[config.mk]
export PLATFORM = sky130hd
export DESIGN_NAME = skipdecode_flat
export DESIGN_NICKNAME = d
export VERILOG_FILES = /design/src/rtl/skip_pkg.sv /design/src/rtl/skipdecode_if.sv /design/src/rtl/skipphase.sv /design/src/rtl/skipdecode.sv /design/src/flat_wrapper.sv
export SDC_FILE = /design/constraint.sdc
export NUM_CORES = 1
export LEC_CHECK = 0
export CORE_MARGIN = 2
export CORE_UTILIZATION = 58
export DETAILED_ROUTE_END_ITERATION = 16
export GPL_TIMING_DRIVEN = 0
export PLACE_DENSITY = 0.8
export SKIP_LAST_GASP = 1
export SLEW_MARGIN = 20
export SYNTH_ARGS = -nofsm -noshare
export SYNTH_HDL_FRONTEND = slang
export SYNTH_HIERARCHICAL = 1
export SYNTH_SLANG_ARGS = --single-unit
[constraint.sdc]
create_clock -name iCLK -period 9.3 [get_ports iCLK]
set_clock_uncertainty 0.05 [all_clocks]
set_input_delay 2.79 -clock iCLK [delete_from_list [all_inputs] [get_ports iCLK]]
set_output_delay 2.79 -clock iCLK [all_outputs]
set_load 0.02 [all_outputs]
[src/rtl/skip_pkg.sv]
// skip_pkg: state encoding, default geometry and width helpers shared by the skip ring and skipdecode
package skip_pkg;
  typedef enum logic [1:0] {IDLE, SEEK, TRACK, LOCK} state_t;
  localparam int DEF_LEN = 16;
  localparam int DEF_CONFIRM = 2;
  localparam int ERRCNT_W = 8;
  function automatic int ph_w(input int len);
    return $clog2(len);
  endfunction
  function automatic int sk_w(input int len);
    return $clog2(len + 1);
  endfunction
  localparam int PH_W = ph_w(DEF_LEN);
  localparam int SK_W = sk_w(DEF_LEN);
endpackage

[src/rtl/skipdecode_if.sv]
// skipdecode_if: decoder enable and pulse sample inputs, learned-mask status outputs
interface skipdecode_if import skip_pkg::*; #(
  parameter int LEN = DEF_LEN
) ();
  logic iE;
  logic iPULSE;
  logic [LEN-1:0] oMASK;
  logic oLOCK;
  logic oVALID;
  logic oERR;
  logic [sk_w(LEN)-1:0] oSKIPS;
  logic [ERRCNT_W-1:0] oERRCNT;
  modport master (output iE, iPULSE, input oMASK, oLOCK, oVALID, oERR, oSKIPS, oERRCNT);
  modport slave (input iE, iPULSE, output oMASK, oLOCK, oVALID, oERR, oSKIPS, oERRCNT);
endinterface

[src/rtl/skipphase.sv]
// skipphase: ring phase counter with synchronous load-to-value, enable and wrap strobe
module skipphase import skip_pkg::*; #(
  parameter int LEN = DEF_LEN,
  parameter int PW = ph_w(LEN)
) (
  input  logic clk,
  input  logic rstn,
  input  logic clr,
  input  logic [PW-1:0] clr_val,
  input  logic en,
  output logic [PW-1:0] phase,
  output logic wrap
);
  logic [PW-1:0] phase_q, phase_d;
  always_comb begin
    wrap = en && phase_q == PW'(LEN - 1);
    phase_d = clr ? clr_val : wrap ? '0 : en ? phase_q + 1'b1 : phase_q;
  end
  always_ff @(posedge clk)
    if (!rstn) phase_q <= '0;
    else phase_q <= phase_d;
  assign phase = phase_q;
endmodule

[src/rtl/skipdecode.sv]
// skipdecode: learns the periodic clock-skip mask (bit 0 = first skip seen), locks to it and flags departures.
// Define SKIPDECODE_ERRCNT_EN to build the saturating mismatch counter behind oERRCNT.
module skipdecode import skip_pkg::*; #(
  parameter int LEN = DEF_LEN,
  parameter int CONFIRM = DEF_CONFIRM
) (
  input logic iCLK,
  input logic iRSTN,
  skipdecode_if.slave bus
);
  localparam int PW = ph_w(LEN);
  localparam int SW = sk_w(LEN);
  localparam int MW = $clog2(CONFIRM + 1);
  state_t state_q, state_d;
  logic [LEN-1:0] cap_q, cap_d, ref_q, ref_d, mask_q, mask_d, cap_w;
  logic [MW-1:0] match_q, match_d;
  logic [SW-1:0] skips_q, skips_d;
  logic valid_q, valid_d, err_q, err_d;
  logic clr, en, wrap, skip, hit;
  logic [PW-1:0] clr_val, phase;

  skipphase #(.LEN(LEN), .PW(PW)) u_phase (
    .clk(iCLK), .rstn(iRSTN), .clr(clr), .clr_val(clr_val), .en(en), .phase(phase), .wrap(wrap)
  );

  // cap_w is the period including the current sample, so a period is judged on its last cycle
  always_comb begin
    skip = ~bus.iPULSE;
    cap_w = cap_q;
    cap_w[phase] = skip;
    hit = match_q != '0 && cap_w == ref_q;
    state_d = state_q;
    cap_d = cap_q;
    ref_d = ref_q;
    match_d = match_q;
    mask_d = mask_q;
    valid_d = 1'b0;
    err_d = 1'b0;
    clr = 1'b0;
    clr_val = '0;
    en = 1'b0;
    if (!bus.iE) begin
      state_d = IDLE;
      clr = 1'b1;
      match_d = '0;
    end else begin
      case (state_q)
        IDLE: state_d = SEEK;
        SEEK: begin
          if (skip) begin
            cap_d = LEN'(1);
            match_d = '0;
            clr = 1'b1;
            clr_val = PW'(1);
            state_d = TRACK;
          end else begin
            en = 1'b1;
            if (wrap) begin
              mask_d = '0;
              valid_d = 1'b1;
              state_d = LOCK;
            end
          end
        end
        TRACK: begin
          en = 1'b1;
          cap_d = cap_w;
          if (wrap) begin
            ref_d = cap_w;
            match_d = hit ? match_q + 1'b1 : MW'(1);
            if (hit && match_d == MW'(CONFIRM)) begin
              mask_d = cap_w;
              valid_d = 1'b1;
              state_d = LOCK;
            end
          end
        end
        LOCK: begin
          if (skip != mask_q[phase]) begin
            err_d = 1'b1;
            clr = 1'b1;
            state_d = SEEK;
          end else en = 1'b1;
        end
        default: state_d = IDLE;
      endcase
    end
    skips_d = SW'($countones(mask_d));
  end

  always_ff @(posedge iCLK)
    if (!iRSTN) begin
      state_q <= IDLE;
      cap_q <= '0;
      ref_q <= '0;
      match_q <= '0;
      mask_q <= '0;
      skips_q <= '0;
      valid_q <= 1'b0;
      err_q <= 1'b0;
    end else begin
      state_q <= state_d;
      cap_q <= cap_d;
      ref_q <= ref_d;
      match_q <= match_d;
      mask_q <= mask_d;
      skips_q <= skips_d;
      valid_q <= valid_d;
      err_q <= err_d;
    end

  assign bus.oMASK = mask_q;
  assign bus.oLOCK = state_q == LOCK;
  assign bus.oVALID = valid_q;
  assign bus.oERR = err_q;
  assign bus.oSKIPS = skips_q;

`ifdef SKIPDECODE_ERRCNT_EN
  logic [ERRCNT_W-1:0] errcnt_q, errcnt_d;
  assign errcnt_d = errcnt_q + ERRCNT_W'(err_d && errcnt_q != '1);
  always_ff @(posedge iCLK)
    if (!iRSTN) errcnt_q <= '0;
    else errcnt_q <= errcnt_d;
  assign bus.oERRCNT = errcnt_q;
`else
  assign bus.oERRCNT = '0;
`endif
endmodule

[src/flat_wrapper.sv]
// flat-port wrapper written by rule: the top's interface ports become plain ports
module skipdecode_flat import skip_pkg::*;
#(
  parameter int LEN = DEF_LEN,
  parameter int CONFIRM = DEF_CONFIRM
)
  (iCLK, iRSTN, bus_iE, bus_iPULSE, bus_oMASK, bus_oLOCK, bus_oVALID, bus_oERR, bus_oSKIPS, bus_oERRCNT);
  skipdecode_if #(.LEN(LEN)) bus_i ();
  input logic iCLK;
  input logic iRSTN;
  input wire logic [$bits(bus_i.iE)-1:0] bus_iE;
  input wire logic [$bits(bus_i.iPULSE)-1:0] bus_iPULSE;
  output wire logic [$bits(bus_i.oMASK)-1:0] bus_oMASK;
  output wire logic [$bits(bus_i.oLOCK)-1:0] bus_oLOCK;
  output wire logic [$bits(bus_i.oVALID)-1:0] bus_oVALID;
  output wire logic [$bits(bus_i.oERR)-1:0] bus_oERR;
  output wire logic [$bits(bus_i.oSKIPS)-1:0] bus_oSKIPS;
  output wire logic [$bits(bus_i.oERRCNT)-1:0] bus_oERRCNT;
  assign bus_i.iE = bus_iE;
  assign bus_i.iPULSE = bus_iPULSE;
  assign bus_oMASK = bus_i.oMASK;
  assign bus_oLOCK = bus_i.oLOCK;
  assign bus_oVALID = bus_i.oVALID;
  assign bus_oERR = bus_i.oERR;
  assign bus_oSKIPS = bus_i.oSKIPS;
  assign bus_oERRCNT = bus_i.oERRCNT;
  skipdecode #(.LEN(LEN), .CONFIRM(CONFIRM)) u_core (.iCLK(iCLK), .iRSTN(iRSTN), .bus(bus_i));
endmodule
==> impl_results.md, run 1 <==
* Multiplexer share of the synthesized area at 0.08275
* Max H-tree Level at 3
* Clock Path Buffers at 2
* Routed via count at roughly 3600
* Area Overhead vs Synth at 14.17%
* Finish-stage setup viols at 0
* Final antenna-violating net count at 0
* Number of synthesized register bits at 63
* Asr flop ratio synth at 0
* Gate Count Post-Synth at around 460
* Initial antenna violation count at 0
* Largest family of logic cells by synthesized area: simple AND/OR/NAND/NOR gates
* Layer with the highest usage: met2
* HPWL after DPL at around 8000 um
* Mapped cell area at 0.004098 sq mm
* Hold Vio Cnt, Final at 0
* Post-CTS setup buffers at 0
* Top cell by count, worst path: fa_1
* Largest net degree at the start of global routing at 13
* Critical path class: in2reg
* GR Layer Usage met2 at 0.4456
* # port buffers at 25
* Rows at 30
* Met1 usage in global routing at 0.3975
* Crit-path slowest cell: fa_1
* Crit Path Max Fanout at 10
* Layout cells sized above 1 at 0.1282
* Synth warnings at 6
* Routed len/inst at approximately 18 um
* Top cells by area, synth: dfxtp_1, fa_1, nand2_1
* I/O pin count at 36
* P per Cell Area at ~120 mW/mm^2
* Ys flop type: dfxtp_1
* Register area share after synthesis at 0.3078
* Die area at between 0.007 and 0.008 sq mm
* Clk sinks at 63
* First DRT Iteration DRCs at roughly 310
* Die Y at about 90 um
* Finished Layout Cells at 603
* Reg clk slew, reported paths at about 70 ps
* Starting density of the core at 0.5998
* Hold slack at ~430 ps
* Critical path buffers and inverters at 7
* Setup_tns at 0 ps
* Most frequent cell after synthesis: dfxtp_1
* Met3 global-route usage at 0.04147
* First-pass iteration count of the detailed router at 5
* Slew @ Worst Pin at 986.1 ps
* Maxcap violations at 0
* Later-pin clock latency in the skew report at roughly 350 ps
* Nature of the critical path startpoint: input port
* CTS tree: yes
* VDD IR-drop max at around 0.075 mV
* ANT cells at 0
* Simple-Gate Fraction of Synth Area at 0.2308
* Hold Crit Class: reg2reg
* Fmax at ~0.11 GHz
* Top-area cell type share of the netlist area at 0.3078
* DRC violations left at 0
* Fin crit period at between 9000 and 10000 ps
* Post-synth EDFFs at 0
* Die width at 88.06 um
* Static leakage at around 1.7 nW
* Dpl cells at 588
* Routed vias/inst at ~6
* Congestion Overflow GR at 0
* Cell variety after synth at 62
* Clk root buf: clkbuf_8
* First-pass GRT wire length at between 15000 and 20000 um
* Synthesized-area fraction occupied by ao, oa, aoi and oai cells at 0.1927
* DRT Wirelength at 10600 um
* Fin. max-slew vios at 0
* TritonCTS Buffers at 9
* Post-Synth XOR/XNOR Area at 0.02565
* Vias in the first global route at roughly 3200
* Tcrit/Tclk final at 0.9681
* Core Box Area at ~0.0068 sq mm
* Avg Inst Size Synth at roughly 9 sq um
* CP endpoint kind: register
* RSZ-0062 raised after global routing: false
* Tot GR Track Use at 0.2879
* Filler Cells Inserted at between 500 and 600
* Gpl congestion at a little under 1
* Final #Nets at around 530
* Dominant cell type by area after synthesis: dfxtp_1
* Status: complete, no violations
* Required time of the critical path at around 9500 ps
* Crit path largest cell delay at approximately 550 ps
* Adder-cell area share of the yosys netlist at 0.08244
* Slew headroom at 0.3333
* Most frequent cells after synthesis: dfxtp_1, nand2_1, inv_1
* CP delay by family, top: adder cells
* Crit path DAT at between 9000 and 10000 ps
-- flip-flops by register name, indices dropped and copies added (netlist names) --
signal,flops
u_core/bus.oERR,1
u_core/bus.oMASK,16
u_core/bus.oSKIPS,5
u_core/bus.oVALID,1
u_core/cap_q,16
u_core/match_q,2
u_core/ref_q,16
u_core/state_q,2
u_core/u_phase/phase,4
-- worst paths after layout --
path                                              from                               to  slack [ps]  cells after the start
setup reg to reg  u_core/u_phase/phase[3]$_SDFFE_PN0P_  u_core/bus.oSKIPS[4]$_SDFF_PN0_        1190                     26
hold reg to reg          u_core/ref_q[15]$_SDFFE_PN0P_    u_core/ref_q[15]$_SDFFE_PN0P_         430                      2
hold / removal           u_core/ref_q[15]$_SDFFE_PN0P_    u_core/ref_q[15]$_SDFFE_PN0P_         430                      2
setup / recovery                            bus_iPULSE  u_core/bus.oSKIPS[4]$_SDFF_PN0_         300                     25
-- layer usage --
layer / wire [um] / vias up / part of all wire
met5: 0 / - / 0
met4: 340 / 0 / 0.032
met3: 575 / 26 / 0.054
met2: 4803 / 145 / 0.45
met1: 4881 / 1735 / 0.46
li1: - / 1693 / -
-- layout by cell type, fill, tap and decap left out, types with 7 or more instances in the layout --
cell type        count
a21boi_0             9
a21oi_1             18
a22o_1              19
a22oi_1             23
and2_1              14
buf_2                7
buf_4               10
clkbuf_1            13
clkbuf_8             9
clkdlybuf4s50_1     25
conb_1              11
dfxtp_1             63
fa_1                10
ha_1                11
inv_1               25
mux2_2               9
mux2i_1             11
nand2_1             49
nand2b_1             8
nand3_1             11
nor2_1              20
nor2b_1             22
nor3b_1              7
o21ai_0             19
xnor2_1             10
-- what timing repair did --
item | CTS | global route
setup endpoints to repair | 2 | 4
hold buffers | 0 | 0
gates resized for setup | 1 | 2
-- report_power, final --
part | total [mW] | switching (mW) | internal [mW]
Clock | 0.215 | 0.119 | 0.0963
Combinational | 0.0661 | 0.0418 | 0.0243
Sequential | 0.275 | 0.00297 | 0.272
-- cell families after synthesis --
kind of cell,Yosys count
AOI/OAI and AO/OA,110
xor gates and xnor gates,12
adders and majority gates,21
buffers and inverters,62
DFF,63
muxes,26
other,1
and+or+nand+nor,162
-- through the flow --
stage | utilization | total power [mW] | setup WS (ps) | instance area, sq um
2_1_floorplan | - | 0.3303 | 714.1 | 4135
3_3_place_gp | 0.6595 | 0.3443 | -253.0 | 4506
3_5_place_dp | 0.6595 | 0.3451 | -393.0 | 4506
4_1_cts | 0.6852 | 0.5567 | 165.6 | 4681
5_1_grt | 0.6848 | 0.5762 | 2.155 | 4678
6_report | 0.6848 | 0.5560 | 297.1 | 4678
-- worst min-delay path, cell delays in order (launching register included) --
cell and delay [ps]:
dfxtp_1 320, nand2_1 50, a21boi_0 60
-- area by class of cell --
type	instances	area, sq um	share of cell area
Tap cell	96	120.1	0.02568
Multi-Input combinational cell	342	2559	0.5469
Buffer	36	220.2	0.04707
Timing Repair Buffer	25	250.2	0.05349
Sequential cell	63	1261	0.2696
Clock buffer	9	123.9	0.02648
Inverter	25	93.84	0.02006
Clock inverter	7	50.05	0.01070
Note: power is estimated with default switching activity, not from simulation.
==> run 2: changes to the inputs <==
--- a/config.mk
+++ b/config.mk
@@ -7,9 +7,10 @@
 export LEC_CHECK = 0
 export CORE_MARGIN = 2
 export CORE_UTILIZATION = 58
+export CTS_CLUSTER_SIZE = 14
 export DETAILED_ROUTE_END_ITERATION = 16
 export GPL_TIMING_DRIVEN = 0
-export PLACE_DENSITY = 0.8
+export PLACE_DENSITY = 0.84
 export SKIP_LAST_GASP = 1
 export SLEW_MARGIN = 20
 export SYNTH_ARGS = -nofsm -noshare
==> impl_results.md, run 2 (same netlist as run 1, synthesis figures left out) <==
* First-pass iteration count of the detailed router at 5 (unchanged)
* CTS tree: yes (unchanged)
* Slew headroom at 0.2316 (was 0.3333)
* Die Y at 88.06 um (unchanged)
* First DRT Iteration DRCs at 378 (was 307)
* FF/Latch Area at 0.001261 sq mm (unchanged)
* Reg clk slew, reported paths at 70 ps (about the same)
* Maxcap violations at 0 (unchanged)
* Resized Gates After CTS at 0 (was 1)
* RSZ-0062 raised after global routing: false (unchanged)
* Crit path DAT at 9220 ps (was 9250 ps)
* Tcrit/Tclk final at 0.9660 (was 0.9681)
* Layout cells sized above 1 at 0.1299 (was 0.1282)
* Critical path class: in2reg (unchanged)
* WHS Path Cells at 2 (unchanged)
* Total design power at 0.6098 mW (was 0.5560 mW)
* DRC violations left at 0 (unchanged)
* Routed len/inst at 18.06 um (was 17.58 um)
* # port buffers at 25 (unchanged)
* Clock Path Buffers at 2 (unchanged)
* TritonCTS Buffers at 9 (unchanged)
* Status: complete, no violations (unchanged)
* I/O pin count at 36 (unchanged)
* Setup_tns at 0 ps (unchanged)
* Starting density of the core at 0.5998 (unchanged)
* Required time of the critical path at 9540 ps (about the same)
* Fmax at 0.1113 GHz (was 0.1111 GHz)
* Static leakage at 1.740 nW (was 1.715 nW)
* Final Util at 0.6929 (was 0.6848)
* Clk sinks at 63 (unchanged)
* Die area at 0.007754 sq mm (unchanged)
* R2R Setup Slk at 1350 ps (was 1190 ps)
* Clock power frac at 0.440 (was 0.387)
* Slew @ Worst Pin at 1137 ps (was 986.1 ps)
* CP endpoint kind: register (unchanged)
* Congestion Overflow GR at 0 (unchanged)
* Fin. max-slew vios at 0 (unchanged)
* Final antenna-violating net count at 0 (unchanged)
* Nature of the critical path startpoint: input port (unchanged)
* Routed via count at 3659 (was 3599)
* Max H-tree Level at 3 (unchanged)
* Core Box Area at 0.006832 sq mm (unchanged)
* Clk root buf: clkbuf_8 (unchanged)
* Gpl congestion at 0.9452 (was 0.9688)
* Worst Slack Setup Final at 316.7 ps (was 297.1 ps)
* Later-pin clock latency in the skew report at 350 ps (about the same)
* Rows at 30 (unchanged)
* Die width at 88.06 um (unchanged)
* Reg2Reg Launch Point: u_core/u_phase/phase[3]$_SDFFE_PN0P_ (unchanged)
* Post-CTS setup buffers at 0 (unchanged)
* Area Overhead vs Synth at 15.51% (was 14.17%)
* Fin crit period at 8983 ps (was 9003 ps)
* Filler Cells Inserted at 556 (was 560)
* HPWL after DPL at 7981 um (was 7788 um)
* Vias in the first global route at 3470 (was 3248)
* Worst Hold Launch: u_core/ref_q[7]$_SDFFE_PN0P_ (was u_core/ref_q[15]$_SDFFE_PN0P_)
* Worst setup startpoint: bus_iPULSE (unchanged)
* Initial antenna violation count at 0 (unchanged)
* P_int at 0.4472 mW (was 0.3922 mW)
* Most common cell after layout, fill and taps aside: dfxtp_1 (unchanged)
* Multi-input gate area at 0.002562 sq mm (was 0.002559 sq mm)
* Combinational power share at 0.110 (was 0.119)
* Most frequent cells in the layout: dfxtp_1, nand2_1, clkdlybuf4s50_1, inv_1, a22oi_1 (unchanged)
* Hold Crit Class: reg2reg (unchanged)
* Crit Path Max Fanout at 10 (unchanged)
* ANT cells at 0 (unchanged)
* DRT Wirelength at 10910 um (was 10600 um)
* R2R depth at 26 (unchanged)
* Reg power frac at 0.451 (was 0.494)
* Finish-stage setup viols at 0 (unchanged)
* Setup slack at placement at -339.0 ps (was -393.0 ps)
* CTS Hold Bufs at 0 (unchanged)
* Final #Nets at 528 (was 527)
* Hold EP: u_core/ref_q[7]$_SDFFE_PN0P_ (was u_core/ref_q[15]$_SDFFE_PN0P_)
* Routed vias/inst at 6.058 (was 5.968)
* P per Cell Area at 128.8 mW/mm^2 (was 118.9 mW/mm^2)
* First-pass GRT wire length at 17220 um (was 16770 um)
* P_sw at 0.1626 mW (was 0.1638 mW)
* Hold slack at 434.8 ps (was 429.7 ps)
* VDD IR-drop max at 0.1029 mV (was 0.07510 mV)
* R2R Path End: u_core/bus.oSKIPS[4]$_SDFF_PN0_ (unchanged)
* Switching Share at 0.2667 (was 0.2946)
* Hold Vio Cnt, Final at 0 (unchanged)
* Tot GR Track Use at 0.2938 (was 0.2879)
* Largest net degree at the start of global routing at 13 (unchanged)
==> run 2: stage by stage <==
stage               cells  instance area [sq um]
finish                604                   4733
floorplan             467                   4135
global route          604                   4733
detailed placement    588                   4506
global placement      588                   4506
CTS                   604                   4727
==> run 2: worst max-delay path by stage <==
stage	to	slack, ps	depth (start not counted)
after global routing	u_core/bus.oSKIPS[3]$_SDFF_PN0_	70	22
after floorplan	u_core/bus.oSKIPS[2]$_SDFF_PN0_	710	25
final	u_core/bus.oSKIPS[4]$_SDFF_PN0_	320	22
after CTS	u_core/bus.oSKIPS[4]$_SDFF_PN0_	20	25
after detailed placement	u_core/bus.oSKIPS[4]$_SDFF_PN0_	-340	25
after global placement	u_core/bus.oSKIPS[3]$_SDFF_PN0_	-200	25
==> run 2: layout make-up <==
| class | count | area share |
|---|---|---|
| Buffer | 37 | 0.04732 |
| Clock buffer | 9 | 0.02617 |
| Clock inverter | 7 | 0.02062 |
| Inverter | 25 | 0.01983 |
| Multi-Input combinational cell | 342 | 0.5414 |
| Sequential cell | 63 | 0.2665 |
| Tap cell | 96 | 0.02538 |
| Timing Repair Buffer | 25 | 0.05287 |
==> run 2: routing by layer <==
metal | part of all wire | vias up | routed length [um] | track usage
met5 | 0 | - | 0 | 0
met4 | 0.025 | 0 | 271 | 0.1019
met3 | 0.078 | 26 | 853 | 0.06786
met2 | 0.47 | 176 | 5114 | 0.4821
met1 | 0.43 | 1765 | 4668 | 0.3824
li1 | - | 1692 | - | -
==> run 2: power by group through the flow <==
stage                     sequential, mW  clock (mW)  combinational, mW
final                              0.275       0.268             0.0668
after CTS                          0.275       0.269             0.0649
after floorplan                    0.280           0             0.0500
after global placement             0.281           0             0.0628
after global routing               0.275       0.280             0.0714
after detailed placement           0.281           0             0.0645
==> run 2: critical path, cell delays in order <==
cell and delay, ps:
buf_2 160, inv_1 80, clkbuf_1 480, mux2i_1 280, a2111oi_0 660, nand4_1 240, nor4_4 530, a41oi_4 260
clkbuf_1 290, nand2_1 120, o21ai_0 130, fa_1 540, fa_1 540, inv_1 50, fa_1 520, inv_1 50
fa_1 480, ha_1 160, inv_1 50, fa_1 390, nor2b_1 220, o211a_1 170
==> run 3: changes to the inputs <==
--- a/config.mk
+++ b/config.mk
@@ -7,6 +7,7 @@
 export LEC_CHECK = 0
 export CORE_MARGIN = 2
 export CORE_UTILIZATION = 58
+export CTS_BUF_LIST = sky130_fd_sc_hd__clkbuf_4 sky130_fd_sc_hd__clkbuf_8 sky130_fd_sc_hd__clkbuf_16
 export CTS_CLUSTER_SIZE = 14
 export DETAILED_ROUTE_END_ITERATION = 16
 export GPL_TIMING_DRIVEN = 0
@@ -17,3 +18,4 @@
 export SYNTH_HDL_FRONTEND = slang
 export SYNTH_HIERARCHICAL = 1
 export SYNTH_SLANG_ARGS = --single-unit
+export TNS_END_PERCENT = 1
==> results of run 3 <==
Same layout as run 2: the final DEF is identical, and so are final timing and power.
